===== config.mk =====
export PLATFORM = sky130hd
export DESIGN_NAME = cart_motion_controller
export DESIGN_NICKNAME = d
export VERILOG_FILES = /design/src/rtl/cart_motion_controller.sv
export SDC_FILE = /design/constraint.sdc
export NUM_CORES = 1
export LEC_CHECK = 0
export CAP_MARGIN = 20
export CORE_MARGIN = 1
export CORE_UTILIZATION = 48
export CTS_CLUSTER_SIZE = 25
export DETAILED_ROUTE_END_ITERATION = 8
export HOLD_SLACK_MARGIN = 0.05
export PLACE_DENSITY = 0.68
export SYNTH_ARGS = -nofsm -noshare
export SYNTH_HDL_FRONTEND = slang
export SYNTH_SLANG_ARGS = --single-unit
export TNS_END_PERCENT = 100

===== constraint.sdc =====
create_clock -name clk -period 3.9 [get_ports clk]
set_input_delay 0.975 -clock clk [delete_from_list [all_inputs] [get_ports clk]]
set_output_delay 0.975 -clock clk [all_outputs]
set_load 0.1 [all_outputs]

===== src/rtl/cart_motion_controller.sv =====
// Cart kinematics integrator: turns operation/boost event pulses into heading, signed speed and
// clamped 2-D position on a fixed physics tick. Define CART_BOOST_EN to build the boost timer.
module cart_motion_controller #(
  parameter int TICK_DIV        = 1000000,
  parameter int ACCEL           = 1,
  parameter int MAX_SPEED       = 4,
  parameter int MAX_SPEED_BOOST = 8,
  parameter int BOOST_TICKS     = 50,
  parameter int X_MAX           = 639,
  parameter int Y_MAX           = 479,
  parameter int X_START         = 320,
  parameter int Y_START         = 400
) (
  input  logic       clk,
  input  logic       rst,
  input  logic [2:0] state,
  input  logic [2:0] operation_code,
  input  logic       boost,
  output logic [9:0] pos_x,
  output logic [9:0] pos_y,
  output logic [1:0] heading,
  output logic [4:0] speed,
  output logic       boost_active,
  output logic       tick
);
  localparam logic [2:0] ST_RACING = 3'd4;
  localparam logic [2:0] ST_PAUSE  = 3'd5;
  localparam logic [2:0] ST_FINISH = 3'd6;
  localparam int CW = $clog2(TICK_DIV);
  localparam logic [CW-1:0] CNT_LAST = CW'(TICK_DIV - 1);
  localparam logic signed [11:0] XM = 12'(X_MAX);
  localparam logic signed [11:0] YM = 12'(Y_MAX);
  localparam logic signed [7:0] ACC8  = 8'(ACCEL);
  localparam logic signed [7:0] LIM_N = 8'(MAX_SPEED);

  logic [9:0] x_q, x_d, y_q, y_d, x_n, y_n;
  logic [1:0] hd_q, hd_d, hd_n;
  logic [4:0] sp_q, sp_d, sp_n;
  logic [CW-1:0] cnt_q, cnt_d;
  logic tick_q, tick_d;
  logic acc_pend_q, acc_pend_d, acc_up_q, acc_up_d;
  logic turn_pend_q, turn_pend_d, turn_right_q, turn_right_d;
  logic wrap, collide;
  logic signed [11:0] nx, ny, sp12;
  logic signed [7:0] sp8, spw, lim;

  assign wrap = (state == ST_RACING) && (cnt_q == CNT_LAST);

`ifdef CART_BOOST_EN
  localparam int TW = $clog2(BOOST_TICKS + 1);
  localparam logic [TW-1:0] TMR_INIT = TW'(BOOST_TICKS);
  localparam logic signed [7:0] LIM_B = 8'(MAX_SPEED_BOOST);
  logic [TW-1:0] tmr_q, tmr_d, tmr_n;
  logic bpend_q, bpend_d, ba_q;

  // Limit follows the post-update timer so expiry clamps speed on the same tick.
  always_comb begin
    if (bpend_q)             tmr_n = TMR_INIT;
    else if (tmr_q != '0)    tmr_n = tmr_q - 1'b1;
    else                     tmr_n = '0;
  end
  assign lim          = (tmr_n != '0) ? LIM_B : LIM_N;
  assign boost_active = ba_q;
`else
  logic unused_boost;
  assign unused_boost = boost ^ (MAX_SPEED_BOOST > 0) ^ (BOOST_TICKS > 0);
  assign lim          = LIM_N;
  assign boost_active = 1'b0;
`endif

  // Physics result from pre-update registers; committed only on the wrap cycle.
  always_comb begin
    sp12 = {{7{sp_q[4]}}, sp_q};
    nx   = {2'b00, x_q};
    ny   = {2'b00, y_q};
    case (hd_q)
      2'd0:    ny = ny - sp12;
      2'd1:    nx = nx + sp12;
      2'd2:    ny = ny + sp12;
      default: nx = nx - sp12;
    endcase
    collide = 1'b0;
    x_n     = nx[9:0];
    y_n     = ny[9:0];
    if (nx < 0)       begin x_n = '0;       collide = 1'b1; end
    else if (nx > XM) begin x_n = XM[9:0];  collide = 1'b1; end
    if (ny < 0)       begin y_n = '0;       collide = 1'b1; end
    else if (ny > YM) begin y_n = YM[9:0];  collide = 1'b1; end
    hd_n = hd_q;
    if (turn_pend_q) hd_n = turn_right_q ? hd_q + 2'd1 : hd_q - 2'd1;
    sp8 = {{3{sp_q[4]}}, sp_q};
    if (acc_pend_q)   spw = acc_up_q ? sp8 + ACC8 : sp8 - ACC8;
    else if (sp8 > 0) spw = sp8 - 8'sd1;
    else if (sp8 < 0) spw = sp8 + 8'sd1;
    else              spw = sp8;
    if (spw > lim)       spw = lim;
    else if (spw < -lim) spw = -lim;
    sp_n = collide ? 5'd0 : spw[4:0];
  end

  always_comb begin
    x_d = x_q; y_d = y_q; hd_d = hd_q; sp_d = sp_q;
    cnt_d = cnt_q; tick_d = 1'b0;
    acc_pend_d = acc_pend_q; acc_up_d = acc_up_q;
    turn_pend_d = turn_pend_q; turn_right_d = turn_right_q;
`ifdef CART_BOOST_EN
    tmr_d = tmr_q; bpend_d = bpend_q;
`endif
    case (state)
      ST_PAUSE: begin
      end
      ST_FINISH: begin
        sp_d = '0; cnt_d = '0;
        acc_pend_d = 1'b0; turn_pend_d = 1'b0;
`ifdef CART_BOOST_EN
        bpend_d = 1'b0;
`endif
      end
      ST_RACING: begin
        cnt_d = wrap ? '0 : cnt_q + 1'b1;
        if (wrap) begin
          x_d = x_n; y_d = y_n; hd_d = hd_n; sp_d = sp_n; tick_d = 1'b1;
          acc_pend_d = 1'b0; turn_pend_d = 1'b0;
`ifdef CART_BOOST_EN
          tmr_d = tmr_n; bpend_d = 1'b0;
`endif
        end
        // Capture after the clear so an event on the wrap cycle lands on the next tick.
        case (operation_code)
          3'd1: begin acc_pend_d  = 1'b1; acc_up_d     = 1'b1; end
          3'd2: begin acc_pend_d  = 1'b1; acc_up_d     = 1'b0; end
          3'd3: begin turn_pend_d = 1'b1; turn_right_d = 1'b0; end
          3'd4: begin turn_pend_d = 1'b1; turn_right_d = 1'b1; end
          default: begin end
        endcase
`ifdef CART_BOOST_EN
        if (boost) bpend_d = 1'b1;
`endif
      end
      default: begin
        x_d = 10'(X_START); y_d = 10'(Y_START); hd_d = '0; sp_d = '0; cnt_d = '0;
        acc_pend_d = 1'b0; turn_pend_d = 1'b0;
`ifdef CART_BOOST_EN
        tmr_d = '0; bpend_d = 1'b0;
`endif
      end
    endcase
  end

  always_ff @(posedge clk or negedge rst) begin
    if (!rst) begin
      x_q <= 10'(X_START); y_q <= 10'(Y_START); hd_q <= '0; sp_q <= '0;
      cnt_q <= '0; tick_q <= 1'b0;
      acc_pend_q <= 1'b0; acc_up_q <= 1'b0; turn_pend_q <= 1'b0; turn_right_q <= 1'b0;
    end else begin
      x_q <= x_d; y_q <= y_d; hd_q <= hd_d; sp_q <= sp_d;
      cnt_q <= cnt_d; tick_q <= tick_d;
      acc_pend_q <= acc_pend_d; acc_up_q <= acc_up_d;
      turn_pend_q <= turn_pend_d; turn_right_q <= turn_right_d;
    end
  end

`ifdef CART_BOOST_EN
  always_ff @(posedge clk or negedge rst) begin
    if (!rst) begin
      tmr_q <= '0; bpend_q <= 1'b0; ba_q <= 1'b0;
    end else begin
      tmr_q <= tmr_d; bpend_q <= bpend_d; ba_q <= (tmr_d != '0);
    end
  end
`endif

  assign pos_x   = x_q;
  assign pos_y   = y_q;
  assign heading = hd_q;
  assign speed   = sp_q;
  assign tick    = tick_q;
endmodule


==> results.json <==
{
  "outcome": "finished, final reports clean",
  "hold_buffers": 0,
  "grt_pass1_vias": 3630,
  "reg2reg_from": "speed[0]$_DFFE_PN0P_",
  "synth_largest_area_cell": "dfrtp_1",
  "drive_above_1_share_pct": 14.2,
  "finalHoldViolCount": 0,
  "tightest_slew_ps": 1010,
  "grt.busiest_layer": "met2",
  "r2r_end": "speed[2]$_DFFE_PN0P_",
  "startpoint_type": "register",
  "initial_core_util_pct": 49.7,
  "clk_pin_slew_ps": 110,
  "whs_path_depth": 1,
  "use_met1_pct": 29.4,
  "design_area_um2": 5000,
  "syn_inst": 517,
  "max_cap_viol_count": 0,
  "grt_max_degree": 36,
  "synthTopCellsByArea": "dfrtp_1, ha_1, nand2_1",
  "area_delta_synth_final_pct": 15.3,
  "cts_root_buf": "clkbuf_8",
  "critPathKind": "reg2reg",
  "synth_edf_count": 0,
  "final_max_slew_viol_count": 0,
  "cts_buffer_depth": 2,
  "numClockSinks": 52,
  "die_h_um": 97.0,
  "syn_avg_cell_area_um2": 8.38,
  "drcViolationCount": 0,
  "antenna_found_initial": 0,
  "insertion_delay_ps": 320,
  "cp.required_ps": 4120,
  "ys.flop_type": "dfrtp_1",
  "min-delay-start": "cnt_q[19]$_DFFE_PN0P_",
  "setup_violations": 0,
  "power_density_nw_per_um2": 188,
  "postRouteAntennaNets": 0,
  "cp.arrival_ps": 3940,
  "synth_warnings": 0,
  "viasPerCell": 5.89,
  "fin_nets": 605,
  "reg2reg_slack_ps": 190,
  "skew_ps": 8.25,
  "postSynth.asyncResetShare_pct": 100,
  "crit_fanout": 4,
  "power_leakage_nw": 2.38,
  "netlist.area_leader.share_pct": 27.1,
  "use_met2_pct": 41.1,
  "clock.fmax_ghz": 0.269,
  "crit_path_max_incr_delay_ps": 410,
  "die_w_um": 97.0,
  "avgRoutedWirePerCell_um": 15.8,
  "dp_cells": 659,
  "cts_made_buffers": 5,
  "drtIter0Drc": 158,
  "rows": 34,
  "antenna-diode-count": 0,
  "crit_slowest_cell": "dfrtp_2",
  "dieArea_um2": 9410,
  "min_path_type": "reg2reg",
  "utilization_pct": 57.3,
  "core-area_um2": 8720,
  "tritoncts": "done",
  "hold_end": "cnt_q[19]$_DFFE_PN0P_",
  "place_area_um2": 4810,
  "grt_overflow": 0,
  "synth_nets": 560,
  "synth_area_um2": 4330,
  "place_congestion": 0.882,
  "relSlewSlack_pct": 32.6,
  "seq_area_frac_synth_pct": 30.2,
  "cts-htree-levels": 2,
  "dpl.hpwl_um": 8180,
  "wirelength_um": 10600,
  "ir_drop_mv": 0.175,
  "setup_tns_ps": 0,
  "io_buffers": 35,
  "grt_usage_pct": 22.8,
  "crit_path_cell_trace": "inv_1, ha_2, nor3b_4, inv_1, ha_1, mux2i_1, ha_1, a21o_1, a211oi_4, o21bai_1, a21oi_1, xnor2_1, a31oi_2, a31o_2, o211a_1, a21o_1",
  "stdcell_count": 671,
  "ios": 38,
  "synthDistinctLibCells": 82,
  "ys_ff_latch": 52,
  "first_pass_iters": 5,
  "grtUsageMet3_pct": 2.75,
  "critPathCaptureType": "register",
  "vias": 3954,
  "period_minus_slack_ps": 3710,
  "grt_pass1_wl_um": 17700,
  "finalCritPeriodShare_pct": 95.2,
  "r2r_cells": 16
}
==> worst max-delay path, delay by kind of cell, from the launching register on <==
family | cells | cell delay (ps)
AO/OA/AOI/OAI | 8 | 1500
adder cells (fa/ha/maj) | 3 | 820
flip-flops | 1 | 410
AND/OR/NAND/NOR | 1 | 250
multiplexers | 1 | 230
buffers and inverters | 2 | 200
XOR/XNOR | 1 | 180
==> power by group <==
group | total, W | internal (W) | switching [W]
combinational | 0.0000565 | 0.0000167 | 0.0000398
sequential | 0.000543 | 0.000541 | 0.00000260
clock | 0.000340 | 0.000132 | 0.000207
==> layout make-up <==
class	instances	area [um^2]
Fill cell	817	3720
Multi-Input combinational cell	430	2900
Sequential cell	52	1310
Timing Repair Buffer	56	485
Tap cell	108	135
Clock buffer	5	68.8
Inverter	17	63.8
Clock inverter	3	27.5
==> layout by cell type (no fill, tap or decap), drive strengths merged, types with 6 or more instances in the layout <==
master,count
a22o,8
nand2b,6
nand3,16
nor3,12
and3,10
clkdlybuf4s50,27
o21ai,50
or3,8
ha,32
a21o,10
xor2,17
a21oi,27
nand2,69
and2,8
buf,29
dfrtp,47
inv,18
nor2,52
xnor2,14
==> cell families (layout without fill, tap and decap cells) <==
group	count (synthesis)	after routing	synth area share (%)
xor+xnor	31	31	6.44
simple gates	204	204	23.2
fa+ha+maj	34	34	10.2
mux	6	6	1.44
flops	52	52	30.2
compound gates	154	154	24.4
buf+inv	35	81	4.13
other cells	1	1	0.0865
==> timing repair <==
| item | in CTS | in global routing |
|---|---|---|
| endpoints found under the setup margin | 0 | 22 |
| resized for setup | 0 | 12 |
| buffers inserted | 0 | 4 |
==> state kept, by name, summed over array words and instances (netlist names) <==
| signal | count |
|---|---|
| turn_right_q | 1 |
| cnt_q | 20 |
| tick | 1 |
| pos_y | 10 |
| turn_pend_q | 1 |
| pos_x | 10 |
| acc_up_q | 1 |
| speed | 5 |
| acc_pend_q | 1 |
| heading | 2 |
==> synthesized netlist by cell type, types with 3 or more instances <==
| cell | count |
|---|---|
| clkbuf_1 | 8 |
| inv_1 | 17 |
| a22oi_1 | 4 |
| a211o_1 | 3 |
| a21oi_1 | 26 |
| and2_2 | 3 |
| nor4b_1 | 3 |
| nand4_1 | 3 |
| nor2_1 | 50 |
| or3_1 | 8 |
| nor2b_1 | 3 |
| nand2b_1 | 6 |
| buf_4 | 4 |
| and2_1 | 3 |
| o21bai_1 | 3 |
| o31ai_1 | 4 |
| o21a_1 | 5 |
| ha_1 | 32 |
| a31oi_1 | 4 |
| mux2i_1 | 4 |
| and4_1 | 4 |
| nand2_1 | 69 |
| dfstp_2 | 5 |
| and3_1 | 10 |
| a22o_1 | 8 |
| nand3_1 | 16 |
| nor3_1 | 11 |
| dfrtp_1 | 47 |
| o21ai_0 | 46 |
| xnor2_1 | 14 |
| xor2_1 | 16 |
| o211ai_1 | 5 |
| a21o_1 | 8 |
==> metrics by stage <==
stage,power (W),hold WS (ps),setup WS [ps]
2_1_floorplan,0.000582,438,76.4
3_3_place_gp,0.000610,463,169
3_5_place_dp,0.000611,469,91.7
4_1_cts,0.000948,489,71.4
5_1_grt,0.000975,510,-17.2
6_report,0.000940,485,187
==> routing by layer <==
layer / wire length, um / vias to the layer above
met5: 0 / -
met4: 91 / 0
met3: 321 / 10
met2: 5430 / 77
met1: 4790 / 1899
li1: - / 1968
==> worst max path at each step <==
stage	cells after the start	slack [ps]	to	startpoint
finish	16	190	speed[2]$_DFFE_PN0P_	speed[0]$_DFFE_PN0P_
global route	16	-20	speed[2]$_DFFE_PN0P_	speed[0]$_DFFE_PN0P_
CTS	16	70	speed[4]$_DFFE_PN0P_	speed[0]$_DFFE_PN0P_
detailed placement	16	90	speed[4]$_DFFE_PN0P_	speed[0]$_DFFE_PN0P_
global placement	16	170	speed[4]$_DFFE_PN0P_	speed[0]$_DFFE_PN0P_
floorplan	15	80	speed[2]$_DFFE_PN0P_	speed[3]$_DFFE_PN0P_
Power figures use the tool's default switching activity.
